===== src/rtl/branch_ctrl_if.sv =====
// rtl/branch_ctrl_if.sv - ID-stage branch sequencing bus between pipeline and branch_ctrl
interface branch_ctrl_if;
  logic        id_valid;
  logic [2:0]  id_branch_op;
  logic [4:0]  id_rs;
  logic [4:0]  id_rt;
  logic [31:0] id_target;
  logic        ex_regwrite;
  logic        ex_memread;
  logic [4:0]  ex_rd;
  logic        mem_memread;
  logic [4:0]  mem_rd;
  logic        cmp_zero;
  logic [2:0]  br_op;
  logic        stall;
  logic        pc_redirect;
  logic [31:0] redirect_target;
  logic        flush_ifid;
  logic        flush_idex;

  modport master (
    output id_valid, id_branch_op, id_rs, id_rt, id_target,
    output ex_regwrite, ex_memread, ex_rd, mem_memread, mem_rd, cmp_zero,
    input  br_op, stall, pc_redirect, redirect_target, flush_ifid, flush_idex
  );

  modport slave (
    input  id_valid, id_branch_op, id_rs, id_rt, id_target,
    input  ex_regwrite, ex_memread, ex_rd, mem_memread, mem_rd, cmp_zero,
    output br_op, stall, pc_redirect, redirect_target, flush_ifid, flush_idex
  );
endinterface


===== src/rtl/branch_ctrl.sv =====
// rtl/branch_ctrl.sv - ID-stage branch stall/resolve sequencer with redirect and statistics
module branch_ctrl #(
  parameter int CNT_W = 16
) (
  input  logic             clk,
  input  logic             reset,
  branch_ctrl_if.slave     bus,
  output logic [CNT_W-1:0] stat_branches,
  output logic [CNT_W-1:0] stat_taken,
  output logic [CNT_W-1:0] stat_stall_cycles
);

  typedef enum logic [1:0] {IDLE, WAIT, RESOLVE} state_t;

  state_t      state, state_nx;
  logic [1:0]  cnt, cnt_nx;
  logic [2:0]  op_q, op_q_nx;
  logic        is_br, uses_rt, hit_ex, hit_mem, resolve, taken;
  logic [1:0]  need;

  // ID holds a wrong-path instruction during the redirect pulse, and nothing starts under reset
  always_comb begin
    is_br   = reset & bus.id_valid & ~bus.pc_redirect &
              (bus.id_branch_op >= 3'd1) & (bus.id_branch_op <= 3'd5);
    uses_rt = (bus.id_branch_op == 3'd1) | (bus.id_branch_op == 3'd2);
    hit_ex  = (bus.ex_rd != 5'd0) &
              ((bus.ex_rd == bus.id_rs) | (uses_rt & (bus.ex_rd == bus.id_rt)));
    hit_mem = (bus.mem_rd != 5'd0) &
              ((bus.mem_rd == bus.id_rs) | (uses_rt & (bus.mem_rd == bus.id_rt)));
    if (bus.ex_regwrite & bus.ex_memread & hit_ex)
      need = 2'd2;
    else if ((bus.ex_regwrite & hit_ex) | (bus.mem_memread & hit_mem))
      need = 2'd1;
    else
      need = 2'd0;
  end

  // cnt holds the stall cycles still owed after the current one
  always_comb begin
    state_nx  = state;
    cnt_nx    = cnt;
    op_q_nx   = op_q;
    bus.stall = 1'b0;
    bus.br_op = 3'd0;
    resolve   = 1'b0;
    case (state)
      IDLE: begin
        if (is_br) begin
          if (need == 2'd0) begin
            bus.br_op = bus.id_branch_op;
            resolve   = 1'b1;
          end else begin
            bus.stall = 1'b1;
            op_q_nx   = bus.id_branch_op;
            cnt_nx    = need - 2'd1;
            state_nx  = (need == 2'd1) ? RESOLVE : WAIT;
          end
        end
      end
      WAIT: begin
        bus.stall = 1'b1;
        cnt_nx    = cnt - 2'd1;
        if (!bus.id_valid)
          state_nx = IDLE;
        else if (cnt == 2'd1)
          state_nx = RESOLVE;
      end
      RESOLVE: begin
        bus.br_op = op_q;
        resolve   = 1'b1;
        state_nx  = IDLE;
      end
      default: state_nx = IDLE;
    endcase
  end

  assign taken = resolve & bus.cmp_zero;

  always_ff @(posedge clk or negedge reset) begin
    if (!reset) begin
      state               <= IDLE;
      cnt                 <= 2'd0;
      op_q                <= 3'd0;
      bus.pc_redirect     <= 1'b0;
      bus.flush_ifid      <= 1'b0;
      bus.flush_idex      <= 1'b0;
      bus.redirect_target <= 32'd0;
      stat_branches       <= '0;
      stat_taken          <= '0;
      stat_stall_cycles   <= '0;
    end else begin
      state           <= state_nx;
      cnt             <= cnt_nx;
      op_q            <= op_q_nx;
      bus.pc_redirect <= taken;
      bus.flush_ifid  <= taken;
      bus.flush_idex  <= taken;
      if (taken)
        bus.redirect_target <= bus.id_target;
      if (resolve && !(&stat_branches))
        stat_branches <= stat_branches + CNT_W'(1);
      if (taken && !(&stat_taken))
        stat_taken <= stat_taken + CNT_W'(1);
      if (bus.stall && !(&stat_stall_cycles))
        stat_stall_cycles <= stat_stall_cycles + CNT_W'(1);
    end
  end

endmodule

===== src/flat_wrapper.sv =====
// flat-port wrapper written by rule: the top's interface ports become plain ports
module branch_ctrl_flat 
#(
  parameter int CNT_W = 16
)
  (clk, reset, stat_branches, stat_taken, stat_stall_cycles, bus_id_valid, bus_id_branch_op, bus_id_rs, bus_id_rt, bus_id_target, bus_ex_regwrite, bus_ex_memread, bus_ex_rd, bus_mem_memread, bus_mem_rd, bus_cmp_zero, bus_br_op, bus_stall, bus_pc_redirect, bus_redirect_target, bus_flush_ifid, bus_flush_idex);
  branch_ctrl_if bus_i ();
  input  logic clk;
  input  logic reset;
  output logic [CNT_W-1:0] stat_branches;
  output logic [CNT_W-1:0] stat_taken;
  output logic [CNT_W-1:0] stat_stall_cycles;
  input wire logic [$bits(bus_i.id_valid)-1:0] bus_id_valid;
  input wire logic [$bits(bus_i.id_branch_op)-1:0] bus_id_branch_op;
  input wire logic [$bits(bus_i.id_rs)-1:0] bus_id_rs;
  input wire logic [$bits(bus_i.id_rt)-1:0] bus_id_rt;
  input wire logic [$bits(bus_i.id_target)-1:0] bus_id_target;
  input wire logic [$bits(bus_i.ex_regwrite)-1:0] bus_ex_regwrite;
  input wire logic [$bits(bus_i.ex_memread)-1:0] bus_ex_memread;
  input wire logic [$bits(bus_i.ex_rd)-1:0] bus_ex_rd;
  input wire logic [$bits(bus_i.mem_memread)-1:0] bus_mem_memread;
  input wire logic [$bits(bus_i.mem_rd)-1:0] bus_mem_rd;
  input wire logic [$bits(bus_i.cmp_zero)-1:0] bus_cmp_zero;
  output wire logic [$bits(bus_i.br_op)-1:0] bus_br_op;
  output wire logic [$bits(bus_i.stall)-1:0] bus_stall;
  output wire logic [$bits(bus_i.pc_redirect)-1:0] bus_pc_redirect;
  output wire logic [$bits(bus_i.redirect_target)-1:0] bus_redirect_target;
  output wire logic [$bits(bus_i.flush_ifid)-1:0] bus_flush_ifid;
  output wire logic [$bits(bus_i.flush_idex)-1:0] bus_flush_idex;
  assign bus_i.id_valid = bus_id_valid;
  assign bus_i.id_branch_op = bus_id_branch_op;
  assign bus_i.id_rs = bus_id_rs;
  assign bus_i.id_rt = bus_id_rt;
  assign bus_i.id_target = bus_id_target;
  assign bus_i.ex_regwrite = bus_ex_regwrite;
  assign bus_i.ex_memread = bus_ex_memread;
  assign bus_i.ex_rd = bus_ex_rd;
  assign bus_i.mem_memread = bus_mem_memread;
  assign bus_i.mem_rd = bus_mem_rd;
  assign bus_i.cmp_zero = bus_cmp_zero;
  assign bus_br_op = bus_i.br_op;
  assign bus_stall = bus_i.stall;
  assign bus_pc_redirect = bus_i.pc_redirect;
  assign bus_redirect_target = bus_i.redirect_target;
  assign bus_flush_ifid = bus_i.flush_ifid;
  assign bus_flush_idex = bus_i.flush_idex;
  branch_ctrl #(.CNT_W(CNT_W)) u_core (.clk(clk), .reset(reset), .bus(bus_i), .stat_branches(stat_branches), .stat_taken(stat_taken), .stat_stall_cycles(stat_stall_cycles));
endmodule

===== config.mk =====
export PLATFORM = sky130hd
export DESIGN_NAME = branch_ctrl_flat
export DESIGN_NICKNAME = d
export VERILOG_FILES = /design/src/rtl/branch_ctrl_if.sv /design/src/rtl/branch_ctrl.sv /design/src/flat_wrapper.sv
export SDC_FILE = /design/constraint.sdc
export NUM_CORES = 1
export LEC_CHECK = 0
export CORE_MARGIN = 8
export CORE_UTILIZATION = 49
export CTS_CLUSTER_SIZE = 8
export DETAILED_ROUTE_END_ITERATION = 7
export GPL_TIMING_DRIVEN = 1
export PLACE_DENSITY = 0.85
export SLEW_MARGIN = 20
export SYNTH_ARGS = -nofsm -noshare
export SYNTH_HDL_FRONTEND = slang
export SYNTH_SLANG_ARGS = --single-unit

===== constraint.sdc =====
create_clock -name clk -period 3.87 [get_ports clk]
set_input_delay 0.774 -clock clk [delete_from_list [all_inputs] [get_ports clk]]
set_output_delay 0.774 -clock clk [all_outputs]
set_load 0.05 [all_outputs]

==> results.py <==
metrics = {
    "critical_path": {
        "crit_type": "input pin to primary output",
        "worst_ep_required_time_ps": 3100,
        "path_buf_inv": 2,
        "path_cells": "clkdlybuf4s50_1, or4_1, o21ai_2, o22ai_4, nor2_1, nand3_1, a21oi_1, buf_12",
        "reg2reg_slack_ps": 1260,
        "worst_path_dominant_cell_family": "simple AND/OR/NAND/NOR gates",
        "cp_max_fo": 4,
        "crit_cells": 8,
        "start_kind": "input pin",
        "end_kind": "primary output",
        "cp.arrival_ps": 2940,
        "slowest_delay_ps": 590,
        "rr_worst_depth": 7,
        "slowest_stage": "or4_1",
    },
    "routing": {
        "ant_nets": 0,
        "dr.first_iter.drc_count": 112,
        "vias": 3480,
        "drt-vias-per-instance": 5.44,
        "detail_route.first_pass.iterations": 4,
        "finalWirelength_um": 11100,
        "drc": 0,
        "detail_route.wl_per_cell_um": 17.3,
    },
    "power": {
        "leakage_uw": 0.00262,
        "powerDensity_nw_per_um2": 504,
        "vdd_ir_drop_max_mv": 0.423,
    },
    "yosys": {
        "synthTopCellsByArea": "dfrtp_1 (50%), mux2_2 (10%), xor2_1 (6.8%)",
        "synth-edff-count": 0,
        "syn_inst": 376,
        "synth_top_area_share_pct": 50.2,
        "synth_fp_nets": 442,
        "postSynthAreaPerCell_um2": 11.7,
        "ys_seq_area_share_pct": 50.2,
        "syn_area_um2": 4390,
        "synth_warnings": 0,
        "synth-main-ff-cell": "dfrtp_1",
        "yosysTopAreaCell": "dfrtp_1",
        "synth_cell_types": 44,
        "synthArstFlopShare_pct": 100,
        "ys_ff_latch": 88,
    },
    "grt": {
        "grt_use_met1_pct": 20.9,
        "grt_overflow": 0,
        "grt_usage_pct": 17.9,
        "grt_pass1_vias": 3705,
        "grt_pass1_wl_um": 18400,
        "grt_start_max_net_pins": 82,
        "gr-usage-met2_pct": 29.0,
        "antenna_found_initial": 0,
        "use_met3_pct": 8.17,
        "busiest_layer": "met2",
    },
    "cells_and_area": {
        "n_fill_cell": 630,
        "syn_to_final_growth_pct": 42.9,
        "antenna_cells": 0,
        "mostFrequentLayoutCells": "clkdlybuf4s50_1 (143), dfrtp_1 (88), mux2_2 (39)",
        "layout_commonest_cell": "clkdlybuf4s50_1",
        "multi_input_area_um2": 2090,
        "regArea_um2": 2200,
        "drive_gt1_share_pct": 16.4,
        "fin_nets": 593,
        "utilization_pct": 71.9,
    },
    "placement": {
        "portBuffers": 148,
        "hpwl_um": 8570,
        "place_congestion": 0.861,
    },
    "sta": {
        "finalCritPeriodShare_pct": 95.9,
        "tightest_slew_ps": 746,
        "timing.fmax_mhz": 269,
        "max-slew-margin-rel_pct": 50.2,
        "setup_viol": 0,
        "slew_viol_final": 0,
        "finalHoldViolCount": 0,
        "rsz0062_at_grt": "no",
        "fin_tns_setup_ps": 0,
        "skew_ps": 10.6,
        "period_minus_slack_ps": 3710,
    },
    "clock_network": {
        "ctsHoldBuffers": 0,
        "cts_root_buf": "clkbuf_8",
        "cts_num_sinks": 88,
        "cts_buffers": 9,
        "clk_latency_ps": 350,
        "clkSlewWorstSetupHoldPaths_ps": 90,
        "clock_path_buffers": 2,
        "h-tree-depth": 3,
        "tritoncts": "built",
    },
    "die": {
        "die_height_um": 111,
        "rows": 34,
        "io_pins": 149,
        "die_w_um": 111,
        "start_util_pct": 50.3,
        "die-area_um2": 12200,
        "core_region_area_um2": 8720,
    },
    "run_status": {
        "status": "complete, no violations",
    },
    "flow_run": {
        "max_cap_violations": 0,
    },
    "hold_path": {
        "hp-class": "input pin to asynchronous set/reset pin",
    },
}
==> per-layer routing <==
layer	up-vias	share of wire, %
met3	13	10
met4	0	1.0
met2	124	48
li1	1639	-
met1	1704	41
met5	-	0
==> synth_stat cells, types with 3 or more instances <==
cell / instances
dfrtp_1: 88
mux2_2: 39
nand3_1: 36
xor2_1: 34
xnor2_1: 30
nand2_1: 20
and3_1: 17
nor3_1: 13
nand4_1: 10
nor2_1: 10
nor4_2: 7
a21oi_1: 6
buf_4: 5
clkbuf_1: 5
ha_1: 4
inv_1: 4
nand2b_1: 4
nor4_1: 4
buf_2: 3
o21ai_2: 3
or3_1: 3
or4_1: 3
==> where the power goes <==
| group | switching [uW] | total (uW) | internal, uW | leakage (uW) |
|---|---|---|---|---|
| clock | 345 | 734 | 389 | 0.000112 |
| sequential | 124 | 1200 | 1080 | 0.00114 |
| combinational | 764 | 1230 | 462 | 0.00137 |
==> final timing paths <==
path	endpoint	start
hold reg to reg	u_core.stat_taken[8]	u_core.stat_taken[8]
setup / recovery	bus_br_op[2]	bus_ex_rd[0]
setup reg to reg	u_core.bus.redirect_target[20]	u_core.bus.pc_redirect
max in group asynchronous	u_core.stat_taken[2]	reset
hold / removal	u_core.stat_stall_cycles[0]	reset
min in group clk	u_core.stat_taken[8]	u_core.stat_taken[8]
==> what timing repair did <==
item	4_1_cts	5_1_grt
endpoints found under the setup margin	0	2
gates resized for setup	0	2
setup buffers	0	0
==> per-stage QoR <==
| step | cell area, um^2 | setup WS, ps | power [uW] | cells | hold WS, ps |
|---|---|---|---|---|---|
| global route | 6270 | 16.6 | 3310 | 640 | 222 |
| detailed placement | 6030 | 87.8 | 2460 | 624 | 493 |
| finish | 6270 | 158 | 3160 | 640 | 229 |
| floorplan | 4390 | 381 | 1960 | 376 | 478 |
| CTS | 6260 | 75.9 | 3190 | 640 | 212 |
| global placement | 6030 | 139 | 2430 | 624 | 479 |
==> state kept, by name (all words and copies together) (netlist names) <==
register,cells
u_core.bus.pc_redirect,1
u_core.bus.redirect_target,32
u_core.cnt,2
u_core.op_q,3
u_core.stat_branches,16
u_core.stat_stall_cycles,16
u_core.stat_taken,16
u_core.state,2
==> logic make-up after synthesis <==
family	after synthesis	share of synthesized area [%]
XOR/XNOR	64	12.8
AND/OR/NAND/NOR	137	18.6
adder cells (fa/ha/maj)	4	1.14
buffers and inverters	21	2.65
multiplexers	42	10.7
AO/OA/AOI/OAI	20	3.93
flip-flops	88	50.2
==> final cells by class <==
type	count	share of cell area (%)
multi-input cells	267	33.3
flip-flops and latches	88	35.1
clock inverters	5	1.40
repair buffers	156	25.4
inverters	5	0.299
well taps	108	2.15
clock buffers	11	2.25
Power figures use the tool's default switching activity.
